$ cat src/rtl/draw_sequencer.sv
`default_nettype none
// ============================================================================
// Module      : draw_sequencer
// Description : Buffers block-draw and screen-clear commands in a small FIFO
//               and hands them one at a time to a drawer engine using a
//               strobe / ready_to_draw handshake. Reports dropped commands
//               and missing drawer acknowledgements with sticky flags.
// Revision    : 1.0 - initial release
// ============================================================================
module draw_sequencer #(
    parameter int DEPTH = 8,
    parameter int X_MAX = 160,
    parameter int Y_MAX = 120
) (
    input  logic       clk,
    input  logic       reset,
    input  logic       push,
    input  logic       push_clear,
    input  logic [7:0] push_x,
    input  logic [6:0] push_y,
    input  logic [2:0] push_colour,
    input  logic       ready_to_draw,
    output logic       enable_start,
    output logic       enable_clear,
    output logic [7:0] x_out,
    output logic [6:0] y_out,
    output logic [2:0] colour_out,
    output logic       full,
    output logic       empty,
    output logic       busy,
    output logic       overflow,
    output logic       bad_coord,
    output logic       ack_timeout
);

    // ------------------------------------------------------------------------
    // Constants
    // ------------------------------------------------------------------------
    // Pointer width; occupancy needs one more bit to represent DEPTH itself.
    localparam int              c_AW        = (DEPTH > 1) ? $clog2(DEPTH) : 1;
    localparam int              c_CW        = c_AW + 1;
    localparam logic [c_CW-1:0] c_DEPTH_CNT = c_CW'(DEPTH);
    // Coordinate limits widened by one bit so a limit of 256 / 128 still fits.
    localparam logic [8:0]      c_X_LIMIT   = 9'(X_MAX);
    localparam logic [7:0]      c_Y_LIMIT   = 8'(Y_MAX);
    // Index of the last WAIT_ACK cycle tolerated with ready_to_draw still high.
    localparam logic [1:0]      c_ACK_LAST  = 2'd2;

    // ------------------------------------------------------------------------
    // Types
    // ------------------------------------------------------------------------
    typedef struct packed {
        logic       clr;
        logic [7:0] x;
        logic [6:0] y;
        logic [2:0] colour;
    } entry_t;

    typedef enum logic [1:0] {
        S_IDLE      = 2'd0,
        S_ISSUE     = 2'd1,
        S_WAIT_ACK  = 2'd2,
        S_WAIT_DONE = 2'd3
    } state_t;

    // ------------------------------------------------------------------------
    // Declarations
    // ------------------------------------------------------------------------
    state_t          r_state;
    state_t          w_state_next;

    entry_t          r_mem [DEPTH];
    logic [c_AW-1:0] r_wr_ptr;
    logic [c_AW-1:0] r_rd_ptr;
    logic [c_CW-1:0] r_count;

    logic            r_cmd_clear;
    logic [7:0]      r_x_out;
    logic [6:0]      r_y_out;
    logic [2:0]      r_colour_out;

    logic            r_overflow;
    logic            r_bad_coord;
    logic            r_ack_timeout;
    logic [1:0]      r_ack_cnt;

    entry_t          w_head;
    entry_t          w_wr_entry;
    logic            w_full;
    logic            w_empty;
    logic            w_coord_ok;
    logic            w_pop;
    logic            w_accept;
    logic            w_drop_full;
    logic            w_drop_coord;
    logic            w_ack_expire;
    logic            w_enable_start;
    logic            w_enable_clear;

    // ------------------------------------------------------------------------
    // FIFO status and push / pop qualification
    // ------------------------------------------------------------------------
    assign w_full     = (r_count == c_DEPTH_CNT);
    assign w_empty    = (r_count == '0);
    assign w_head     = r_mem[r_rd_ptr];
    assign w_wr_entry = '{clr: push_clear, x: push_x, y: push_y, colour: push_colour};

    // Clear commands carry no meaningful coordinates, so they skip the range check.
    assign w_coord_ok = push_clear ||
                        (({1'b0, push_x} < c_X_LIMIT) && ({1'b0, push_y} < c_Y_LIMIT));

    // The head leaves the FIFO on the edge that moves the FSM from IDLE to ISSUE.
    assign w_pop        = (r_state == S_IDLE) && !w_empty && ready_to_draw;

    // A full FIFO still has room when its head leaves on the same edge.
    assign w_accept     = push && (!w_full || w_pop) && w_coord_ok;
    assign w_drop_full  = push && w_full && !w_pop;
    assign w_drop_coord = push && !w_coord_ok;

    // Command storage; no reset needed because the pointers define validity.
    always_ff @(posedge clk) begin
        if (w_accept) begin
            r_mem[r_wr_ptr] <= w_wr_entry;
        end
    end

    // Write / read pointers wrap naturally at DEPTH (power of two).
    always_ff @(posedge clk) begin
        if (reset) begin
            r_wr_ptr <= '0;
            r_rd_ptr <= '0;
        end else begin
            if (w_accept) begin
                r_wr_ptr <= r_wr_ptr + 1'b1;
            end
            if (w_pop) begin
                r_rd_ptr <= r_rd_ptr + 1'b1;
            end
        end
    end

    // Occupancy counter: unchanged when a push and a pop coincide.
    always_ff @(posedge clk) begin
        if (reset) begin
            r_count <= '0;
        end else begin
            case ({w_accept, w_pop})
                2'b10:   r_count <= r_count + 1'b1;
                2'b01:   r_count <= r_count - 1'b1;
                default: r_count <= r_count;
            endcase
        end
    end

    // ------------------------------------------------------------------------
    // Command register presented to the drawer
    // ------------------------------------------------------------------------
    // Capture the popped head; held until the next pop so the drawer sees stable data.
    always_ff @(posedge clk) begin
        if (reset) begin
            r_cmd_clear  <= 1'b0;
            r_x_out      <= '0;
            r_y_out      <= '0;
            r_colour_out <= '0;
        end else if (w_pop) begin
            r_cmd_clear  <= w_head.clr;
            r_x_out      <= w_head.x;
            r_y_out      <= w_head.y;
            r_colour_out <= w_head.colour;
        end
    end

    // ------------------------------------------------------------------------
    // Issue FSM
    // ------------------------------------------------------------------------
    // State register.
    always_ff @(posedge clk) begin
        if (reset) begin
            r_state <= S_IDLE;
        end else begin
            r_state <= w_state_next;
        end
    end

    // Next-state and strobe decode. A clear can take ~19200 cycles, so only the
    // acknowledge phase is timed, never the completion phase.
    always_comb begin
        w_state_next   = r_state;
        w_enable_start = 1'b0;
        w_enable_clear = 1'b0;
        w_ack_expire   = 1'b0;
        case (r_state)
            S_IDLE: begin
                if (!w_empty && ready_to_draw) begin
                    w_state_next = S_ISSUE;
                end
            end
            S_ISSUE: begin
                w_enable_start = !r_cmd_clear;
                w_enable_clear = r_cmd_clear;
                w_state_next   = S_WAIT_ACK;
            end
            S_WAIT_ACK: begin
                if (!ready_to_draw) begin
                    w_state_next = S_WAIT_DONE;
                end else if (r_ack_cnt == c_ACK_LAST) begin
                    w_ack_expire = 1'b1;
                    w_state_next = S_IDLE;
                end
            end
            S_WAIT_DONE: begin
                if (ready_to_draw) begin
                    w_state_next = S_IDLE;
                end
            end
            default: begin
                w_state_next = S_IDLE;
            end
        endcase
    end

    // Counts WAIT_ACK cycles in which the drawer has not yet dropped ready_to_draw.
    always_ff @(posedge clk) begin
        if (reset || (r_state != S_WAIT_ACK)) begin
            r_ack_cnt <= '0;
        end else if (ready_to_draw) begin
            r_ack_cnt <= r_ack_cnt + 1'b1;
        end
    end

    // ------------------------------------------------------------------------
    // Sticky error flags
    // ------------------------------------------------------------------------
    // Flags only ever set; reset is the sole way to clear them.
    always_ff @(posedge clk) begin
        if (reset) begin
            r_overflow    <= 1'b0;
            r_bad_coord   <= 1'b0;
            r_ack_timeout <= 1'b0;
        end else begin
            if (w_drop_full) begin
                r_overflow <= 1'b1;
            end
            if (w_drop_coord) begin
                r_bad_coord <= 1'b1;
            end
            if (w_ack_expire) begin
                r_ack_timeout <= 1'b1;
            end
        end
    end

    // ------------------------------------------------------------------------
    // Outputs
    // ------------------------------------------------------------------------
    assign enable_start = w_enable_start;
    assign enable_clear = w_enable_clear;
    assign x_out        = r_x_out;
    assign y_out        = r_y_out;
    assign colour_out   = r_colour_out;
    assign full         = w_full;
    assign empty        = w_empty;
    assign busy         = (r_state != S_IDLE);
    assign overflow     = r_overflow;
    assign bad_coord    = r_bad_coord;
    assign ack_timeout  = r_ack_timeout;

endmodule
`default_nettype wire

$ cat config.mk
export PLATFORM = sky130hd
export DESIGN_NAME = draw_sequencer
export DESIGN_NICKNAME = d
export VERILOG_FILES = /design/src/rtl/draw_sequencer.sv
export SDC_FILE = /design/constraint.sdc
export NUM_CORES = 1
export LEC_CHECK = 0
export CAP_MARGIN = 20
export CORE_ASPECT_RATIO = 1.5
export CORE_MARGIN = 2
export CORE_UTILIZATION = 25
export CTS_BUF_LIST = sky130_fd_sc_hd__clkbuf_8
export DETAILED_ROUTE_END_ITERATION = 10
export DONT_BUFFER_PORTS = 1
export GPL_TIMING_DRIVEN = 0
export PLACE_DENSITY = 0.46
export SLEW_MARGIN = 5
export SYNTH_ARGS = -nofsm -noshare
export SYNTH_HDL_FRONTEND = slang
export SYNTH_SLANG_ARGS = --single-unit
$ cat constraint.sdc
create_clock -name clk -period 6.4 [get_ports clk]
set_input_delay 0.32 -clock clk [delete_from_list [all_inputs] [get_ports clk]]
set_output_delay 0.32 -clock clk [all_outputs]
set_load 0.005 [all_outputs]
==> results of run 1 <==
-- state kept, by name (all words and copies together), names as in the netlist --
signal,cells
colour_out,3
r_wr_ptr,3
overflow,1
x_out,8
r_count,4
r_rd_ptr,3
ack_timeout,1
r_mem,152
bad_coord,1
r_cmd_clear,1
r_state,2
r_ack_cnt,2
y_out,7
-- worst max-delay path by stage --
stage,depth (start not counted),to,slack (ps),start
floorplan,6,r_mem[0][0]$_DFFE_PP_,2790,r_state[1]$_SDFFE_PP0P_
global placement,6,r_mem[4][14]$_DFFE_PP_,440,r_state[1]$_SDFFE_PP0P_
detailed placement,11,r_count[3]$_SDFFE_PP0P_,3370,r_count[1]$_SDFFE_PP0P_
CTS,11,r_count[3]$_SDFFE_PP0P_,3350,r_count[1]$_SDFFE_PP0P_
global route,11,r_count[3]$_SDFFE_PP0P_,3120,r_state[1]$_SDFFE_PP0P_
finish,11,r_count[3]$_SDFFE_PP0P_,3330,r_count[1]$_SDFFE_PP0P_
-- layout by cell type (no fill, tap or decap), types with 4 or more instances in the layout --
| master | n |
|---|---|
| buf_2 | 7 |
| buf_4 | 8 |
| edfxtp_1 | 152 |
| clkbuf_8 | 17 |
| a21oi_1 | 7 |
| inv_6 | 4 |
| dlygate4sd3_1 | 21 |
| buf_6 | 13 |
| inv_1 | 9 |
| nor4b_4 | 4 |
| buf_8 | 5 |
| mux4_2 | 38 |
| o21ai_0 | 5 |
| o22ai_1 | 19 |
| nor2_1 | 33 |
| ha_1 | 6 |
| dfxtp_1 | 36 |
| clkinvlp_4 | 4 |
| nor3_1 | 21 |
| clkbuf_1 | 8 |
-- worst reg2reg max path: cells and delay by family, from the launching register on --
family / cells / cell delay, ps
flip-flops: 1 / 310
AND/OR/NAND/NOR: 4 / 1170
AO/OA/AOI/OAI: 2 / 200
buffers and inverters: 3 / 630
multiplexers: 1 / 370
adder cells (fa/ha/maj): 1 / 290
-- cell type report --
| type | instances | area (µm²) | area share, % |
|---|---|---|---|
| inverters | 9 | 33.8 | 0.394 |
| repair buffers | 41 | 428 | 5.00 |
| flip-flops and latches | 188 | 5290 | 61.7 |
| well taps | 390 | 488 | 5.70 |
| clock inverters | 15 | 140 | 1.64 |
| plain buffers | 22 | 133 | 1.55 |
| clock buffers | 17 | 234 | 2.73 |
| multi-input cells | 176 | 1820 | 21.3 |
-- metal layers --
| metal | share of wire, % | up-vias | global-route usage (%) |
|---|---|---|---|
| met5 | 0 | - | 0 |
| met4 | 2.0 | 0 | 4.40 |
| met3 | 5.3 | 19 | 3.67 |
| met1 | 40 | 1969 | 13.7 |
| li1 | - | 1696 | - |
| met2 | 53 | 86 | 20.4 |
-- timing repair --
item | 4_1_cts | 5_1_grt
buffers inserted | 0 | 0
endpoints found under the hold margin | 157 | 0
endpoints found under the setup margin | 0 | 0
hold buffers | 21 | 0
-- cell families after synthesis --
family / after synthesis
AOI/OAI and AO/OA: 36
buffers and inverters: 31
muxes: 43
and+or+nand+nor: 85
adders and majority gates: 6
xor gates and xnor gates: 6
DFF: 188
-- stage by stage --
| stage | power [mW] | util [%] | hold slack [ps] |
|---|---|---|---|
| detailed placement | 2.12 | 27.9 | 419 |
| global route | 3.00 | 29.9 | 20.2 |
| finish | 2.85 | 29.9 | 54.9 |
| floorplan | 1.93 | - | 415 |
| global placement | 2.09 | 27.0 | 419 |
| CTS | 2.89 | 29.9 | 14.2 |
-- power by group --
group	internal, mW	switching, mW
logic	0.260	0.338
registers	1.42	0.0722
clock network	0.313	0.437
total	2.00	0.848
==> impl_metrics.yaml, run 1 <==
worst_setup_path:
  setup.worst_path.end_class: "flop"
  cp_max_fo: 10
  path_class: "reg2reg"
  r2r_end: "r_count[3]$_SDFFE_PP0P_"
  worst-r2r-cell-count: 11
  cp.required_ps: 6760
  cp_cell_sequence: "buf_2, or4b_1, nor2_2, nor3b_4, inv_2, ha_1, clkbuf_1, nor4b_1, o21ai_0, o31ai_1, mux2_2"
  crit-reg2reg-launch: "r_count[1]$_SDFFE_PP0P_"
  crit_family: "simple AND/OR/NAND/NOR gates"
  max_stage_delay_ps: 570
  cpMaxStageDelayCell: "or4b_1"
  worstPathArrival_ps: 3430
  r2r_setup_slack_ps: 3330
  crit_buf_inv: 3
  startpoint_type: "flop"
grt:
  grt_antenna_before_repair: 0
  grt_remaining_overflow: 0
  grt_usage_pct: 11.8
  grt_pass1_wl_um: 25400
  first_global_vias: 4116
  grt_max_degree: 18
sta:
  timing.final.crit_period_ps: 3070
  fin_skew_ps: 11.3
  fmax_ghz: 0.326
  slew_headroom_pct: 46.6
  worst_pin_slew_ps: 796
  drv_slew: 0
  setup_violations: 0
  grt_setup_unrepaired: "no"
  fin_crit_sh_pct: 48.0
  timing.final.ws_setup_ps: 3330
  tns_ps: 0
  hold_viol: 0
cts:
  cts_tree: "yes"
  cts_sinks: 188
  cts.clk_slew.worst_paths_ps: 90
  cts_resized: 0
  worstSkewPairLatency_ps: 470
  numCtsBuffers: 17
  cts_buffer_depth: 2
  root_buffer: "clkbuf_8"
  htree_levels: 4
route:
  vias: 3770
  first_iter_violations: 294
  drt_pass1_iterations: 4
  drt_wl_total_um: 16900
  routed_via_density: 4.39
  drc_errors: 0
  postRouteAntennaNets: 0
  routedWlPerCell_um: 19.7
cells_and_area:
  drive_gt1_share_pct: 25.0
  fin_area_mm2: 0.00857
  area_growth_pct: 18.4
  final-instance-count-excl-fill: 858
  diodes: 0
  filler_cell_count: 2812
  fin_nets: 484
logic_synthesis:
  synthXorXnorAreaFrac_pct: 0.726
  synthCells: 395
  synth_edf_count: 152
  synthTopCellsByArea: "edfxtp_1 63%, mux4_2 12%, dfxtp_1 10%"
  yosys.area_share.simple_pct: 7.30
  synth.mux.area_fraction_pct: 12.6
  synth_top_family_by_area: "multiplexers"
  synth_seq_cells: 188
  yosysTopAreaCell: "edfxtp_1"
  ys_types: 44
  syn_area_mm2: 0.00724
  ys.flop_type: "edfxtp_1"
  synthAdderAreaFrac_pct: 1.04
  ys.warnings.count: 0
  ys_async_sr_fraction_pct: 0
  synth_top_area_share_pct: 63.1
  seq_area_frac_synth_pct: 73.0
  synth_most_common_cell: "edfxtp_1"
  synth_compound_area_share_pct: 3.04
  avgSynthCellArea_um2: 18.3
  syn_nets: 424
  synthTopCellsByCount: "152 x edfxtp_1, 38 x mux4_2, 36 x dfxtp_1"
run:
  drv_cap: 0
pwr:
  ir_drop_mv: 0.146
  power.leakage_nw: 2.68
  p_per_area_mw_per_mm2: 332
floorplanning:
  die_h_um: 212
  ios: 49
  dieWidth_um: 143
  core_area_mm2: 0.0286
  start_util_pct: 25.3
  die_area_mm2: 0.0303
  placementRows: 76
placed_design:
  place_inst: 805
  place.gp.congestion: 0.729
  io_buffers: 0
  dp_hpwl_um: 11500
  post-place-ws_ps: 3370
  dpl_cell_area_mm2: 0.00798
worst_hold_path:
  whs_endpoint: "r_state[1]$_SDFFE_PP0P_"
  hold_path_class: "in2reg"
  min_from: "ready_to_draw"
  worstHoldPathCells: 2
run_status:
  status: "completed"
(Power assumes the default switching activity.)
==> inputs of run 2 (changes only) <==
- PLACE_DENSITY: 0.46 -> 0.48
- clock period: 6.4 -> 2.8 ns (I/O delays scaled with it)
==> run 2 against run 1 <==
Compared with the run above:
- via count fell by 1.8%
- global-route usage fell by 0.37 points
- hold slack improved by 85 ps
- clock skew rose by 2.0 ps
- wire length fell by 2.9%
- register-to-register slack got worse by 3300 ps
- combinational power rose by 150%
- setup slack got worse by 3300 ps
- final cell count rose by 0.47%
==> impl_metrics.yaml, run 2 (synthesis results as in run 1) <==
route:
  first_iter_violations: 175
  vias: 3703
  routedWlPerCell_um: 19.0
  routed_via_density: 4.30
  drc_errors: 0
  drt_pass1_iterations: 4
  drt_wl_total_um: 16400
  postRouteAntennaNets: 0
sta:
  hold_viol: 0
  worst_pin_slew_ps: 783
  timing.final.crit_period_ps: 2760
  setup_violations: 0
  drv_slew: 0
  slew_headroom_pct: 47.8
  fmax_ghz: 0.363
  fin_crit_sh_pct: 98.5
  timing.hold.ws_ps: 140
  fin_skew_ps: 13.3
  grt_setup_unrepaired: "yes"
  timing.final.ws_setup_ps: 41.6
worst_setup_path:
  setup.worst_path.end_class: "flop"
  path_depth: 11
  path_class: "reg2reg"
  startpoint_type: "flop"
  max_stage_delay_ps: 480
  crit_buf_inv: 4
  worstPathArrival_ps: 3140
  crit_family: "simple AND/OR/NAND/NOR gates"
  cp_cell_sequence: "buf_4, or4_4, buf_6, and2_1, buf_6, buf_8, ha_4, nor4bb_1, o21ai_1, o31ai_1, mux2_2"
  cpMaxStageDelayCell: "or4_4"
  path_common_cell: "buf_6"
  cp_max_fo: 11
  cp.required_ps: 3180
  worst-r2r-cell-count: 11
pwr:
  p_int_mw: 4.72
  share_comb_of_total_power_pct: 22.0
  ir_drop_mv: 0.248
  power.leakage_nw: 2.74
  p_per_area_mw_per_mm2: 766
  power_frac_seq_pct: 51.5
  clkPwrFrac_pct: 26.5
  p_total_mw: 6.66
  p_sw_mw: 1.93
  p_sw_share_pct: 29.0
cts:
  cts.clk_slew.worst_paths_ps: 100
  root_buffer: "clkbuf_8"
  cts_tree: "yes"
  cts_sinks: 188
  numCtsBuffers: 17
  htree_levels: 4
  worstSkewPairLatency_ps: 480
  cts_buffer_depth: 2
grt:
  grt_usage_pct: 11.5
  grt_max_degree: 17
  first_global_vias: 4016
  grt_antenna_before_repair: 0
  grt_remaining_overflow: 0
  grt_pass1_wl_um: 24700
cells_and_area:
  final_cell_mix: "152 x edfxtp_1, 38 x mux4_2, 36 x dfxtp_1"
  final-instance-count-excl-fill: 862
  fin_nets: 488
  mostFrequentLayoutCell: "edfxtp_1"
  drive_gt1_share_pct: 26.5
  largest_reg_flops: 152
  area_growth_pct: 20.2
  diodes: 0
  fin_util_pct: 30.4
  top_register: "r_mem"
run_status:
  status: "completed"
placed_design:
  place_inst: 801
  place.gp.congestion: 0.676
  post-place-ws_ps: -356
  io_buffers: 0
  dp_hpwl_um: 11000
worst_hold_path:
  hold_path_class: "in2reg"
  worstHoldPathCells: 2
floorplanning:
  start_util_pct: 25.3
  die_h_um: 212
  core_area_mm2: 0.0286
  placementRows: 76
  dieWidth_um: 143
  die_area_mm2: 0.0303
  ios: 49
run:
  drv_cap: 0
[run 2: path summary, 6_finish.rpt]
path	start	end	slack, ps
max	r_count[1]$_SDFFE_PP0P_	r_count[3]$_SDFFE_PP0P_	40
min	reset	r_state[1]$_SDFFE_PP0P_	140
min reg2reg	bad_coord$_SDFFE_PP0P_	bad_coord$_SDFFE_PP0P_	510
max reg2reg	r_count[1]$_SDFFE_PP0P_	r_count[3]$_SDFFE_PP0P_	40
[run 2: repair_timing]
item / in CTS / in global routing
setup buffers: 4 / 4
endpoints found under the hold margin: 162 / 0
pin swaps: 2 / 3
hold buffers: 22 / 0
setup endpoints to repair: 39 / 47
resized for setup: 9 / 7
[run 2: worst register-to-register path: cells and delay by family, from the launching register on]
family	cells	cell delay [ps]
simple gates	3	920
buf+inv	4	590
fa+ha+maj	1	250
compound gates	2	210
mux	1	370
flops	1	310
[run 2: routing by layer]
layer  vias to the layer above  GRT usage [%]  share of wire, %
met5                         -              0                 0
li1                       1698              -                 -
met4                         0           5.05               2.4
met2                        78           20.3                54
met3                        19           3.45               4.4
met1                      1908           12.6                39
[run 2: through the flow]
stage / setup TNS, ps / area, µm²
finish: 0 / 8690
floorplan: -15530 / 7250
global route: -87.5 / 8690
global placement: -211900 / 7740
CTS: -14.7 / 8640
detailed placement: -3060 / 7970
[run 2: cell type report]
type / count / area [µm²]
Clock inverter: 15 / 145
Sequential cell: 188 / 5290
Clock buffer: 17 / 234
Inverter: 9 / 36.3
Buffer: 21 / 141
Tap cell: 390 / 488
Multi-Input combinational cell: 176 / 1890
Fill cell: 2801 / 19900
Timing Repair Buffer: 46 / 472
[run 2: power by group through the flow]
stage / sequential, mW / clock, mW / combinational [mW]
floorplan: 3.43 / 0 / 0.990
global placement: 3.49 / 0 / 1.26
detailed placement: 3.50 / 0 / 1.32
CTS: 3.44 / 1.82 / 1.45
global route: 3.47 / 1.92 / 1.62
finish: 3.43 / 1.76 / 1.47
==> inputs of run 3 (changes only) <==
- PLACE_DENSITY: 0.48 -> 0.42
- SETUP_SLACK_MARGIN: default -> 0.4
==> run 3 against run 2 <==
Compared with the run above:
- hold slack lost 54 ps
- utilization grew 2.1 points
- combinational power rose by 24%
- maximum frequency grew 2.4%
- sequential power hardly changed
- clock power is 5% higher
==> impl_metrics.yaml, run 3 (synthesis results as in run 1) <==
grt:
  first_global_vias: 4280
  grt_remaining_overflow: 0
  grt_max_degree: 17
  grt_antenna_before_repair: 0
  grt_usage_pct: 12.6
  grt_pass1_wl_um: 26700
worst_setup_path:
  crit_buf_inv: 5
  setup.worst_path.end_class: "flop"
  cp_cell_sequence: "buf_6, or4_4, buf_6, and2_4, buf_6, buf_12, ha_4, clkbuf_8, nor4bb_4, o21ai_1, o31ai_1, mux2_2"
  cp.required_ps: 3170
  crit_family: "simple AND/OR/NAND/NOR gates"
  cpMaxStageDelayCell: "or4_4"
  path_class: "reg2reg"
  path_common_cell: "buf_6"
  path_depth: 12
  worstPathArrival_ps: 3070
  startpoint_type: "flop"
  max_stage_delay_ps: 480
  worst-r2r-cell-count: 12
  cp_max_fo: 5
route:
  drc_errors: 0
  first_iter_violations: 209
  drt_pass1_iterations: 4
  routed_via_density: 4.34
  postRouteAntennaNets: 0
  vias: 3915
  routedWlPerCell_um: 20.3
  drt_wl_total_um: 18300
cells_and_area:
  top_register: "r_mem"
  final_cell_mix: "152 x edfxtp_1, 38 x mux4_2, 33 x nor2_1"
  fin_util_pct: 32.5
  largest_reg_flops: 152
  multiInputGateArea_mm2: 0.00195
  diodes: 0
  fin_nets: 528
  mostFrequentLayoutCell: "edfxtp_1"
  area_growth_pct: 28.6
  drive_gt1_share_pct: 34.8
  filler_cell_count: 2762
  regArea_mm2: 0.00529
placed_design:
  io_buffers: 0
  place.gp.congestion: 0.677
  dp_hpwl_um: 11400
sta:
  hold_viol: 0
  drv_slew: 0
  setup_violations: 0
  grt_setup_unrepaired: "yes"
  fin_skew_ps: 12.7
  fin_crit_sh_pct: 96.2
  timing.hold.ws_ps: 85.8
  slew_headroom_pct: 45.8
  worst_pin_slew_ps: 812
  fmax_ghz: 0.371
  timing.final.crit_period_ps: 2690
  tns_ps: 0
cts:
  cts.clk_slew.worst_paths_ps: 100
  cts_tree: "yes"
  numCtsBuffers: 17
  cts_buffer_depth: 2
  root_buffer: "clkbuf_8"
  htree_levels: 4
  cts_sinks: 188
  worstSkewPairLatency_ps: 470
pwr:
  power.leakage_nw: 3.01
  p_per_area_mw_per_mm2: 763
  ir_drop_mv: 0.295
  p_total_mw: 7.10
run:
  drv_cap: 0
floorplanning:
  dieWidth_um: 143
  placementRows: 76
  start_util_pct: 25.3
  die_h_um: 212
  die_area_mm2: 0.0303
  ios: 49
  core_area_mm2: 0.0286
worst_hold_path:
  hold_path_class: "in2reg"
  worstHoldPathCells: 3
run_status:
  status: "completed"
[run 3: changes by cell type in the layout (fill, tap and decap cells not counted), sizes merged]
cell	previous run	this run
buf	38	75
clkinv	4	5
clkinvlp	2	5
bufinv	2	4
clkbuf	24	27
inv	16	10
[run 3: layout make-up]
cell class / count / area share, %
sequential: 188 / 56.9
inverter: 9 / 0.511
buffer: 22 / 1.84
timing repair buffer: 85 / 10.2
clock inverter: 15 / 1.84
multi-input combinational: 176 / 20.9
tap: 390 / 5.25
clock buffer: 17 / 2.52
[run 3: what timing repair did]
item | CTS | global route
endpoints found under the setup margin | 136 | 114
resized for setup | 25 | 33
hold buffers | 22 | 0
gates cloned | 2 | 2
endpoints found under the hold margin | 161 | 0
buffers inserted | 35 | 10
pin swaps | 15 | 10
[run 3: power breakdown]
group / switching [mW] / internal (mW) / leakage, nW / total [mW]
Combinational: 0.900 / 0.925 / 1.15 / 1.82
Clock: 0.961 / 0.877 / 0.189 / 1.84
Sequential: 0.174 / 3.26 / 1.67 / 3.43
Total: 2.03 / 5.06 / 3.01 / 7.10
[run 3: worst reg2reg max path: stages, from the launching register on]
cell	delay (ps)
dfxtp_2	330
buf_6	110
or4_4	480
buf_6	130
and2_4	130
buf_6	110
buf_12	120
ha_4	230
clkbuf_8	160
nor4bb_4	270
o21ai_1	100
o31ai_1	80
mux2_2	360
[run 3: per-stage QoR]
step | std cells | worst slack [ps] | cell area [µm²]
after CTS | 890 | 128 | 9050
after global placement | 785 | -1590 | 7790
after floorplan | 395 | 15.7 | 7310
final | 902 | 105 | 9300
after detailed placement | 799 | -196 | 8010
after global routing | 902 | 20.6 | 9300
[run 3: worst paths after layout]
kind,start,end,slack (ps)
max,r_count[1]$_SDFFE_PP0P_,r_count[3]$_SDFFE_PP0P_,110
min,push,r_wr_ptr[1]$_SDFFE_PP0P_,90
max reg2reg,r_count[1]$_SDFFE_PP0P_,r_count[3]$_SDFFE_PP0P_,110
min reg2reg,ack_timeout$_SDFFE_PP0P_,ack_timeout$_SDFFE_PP0P_,510
[run 3: per-layer routing]
layer,track usage [%],part of all wire (%)
met1,14.2,40
met2,22.2,54
met3,4.08,4.8
met4,4.34,1.7
met5,0,0
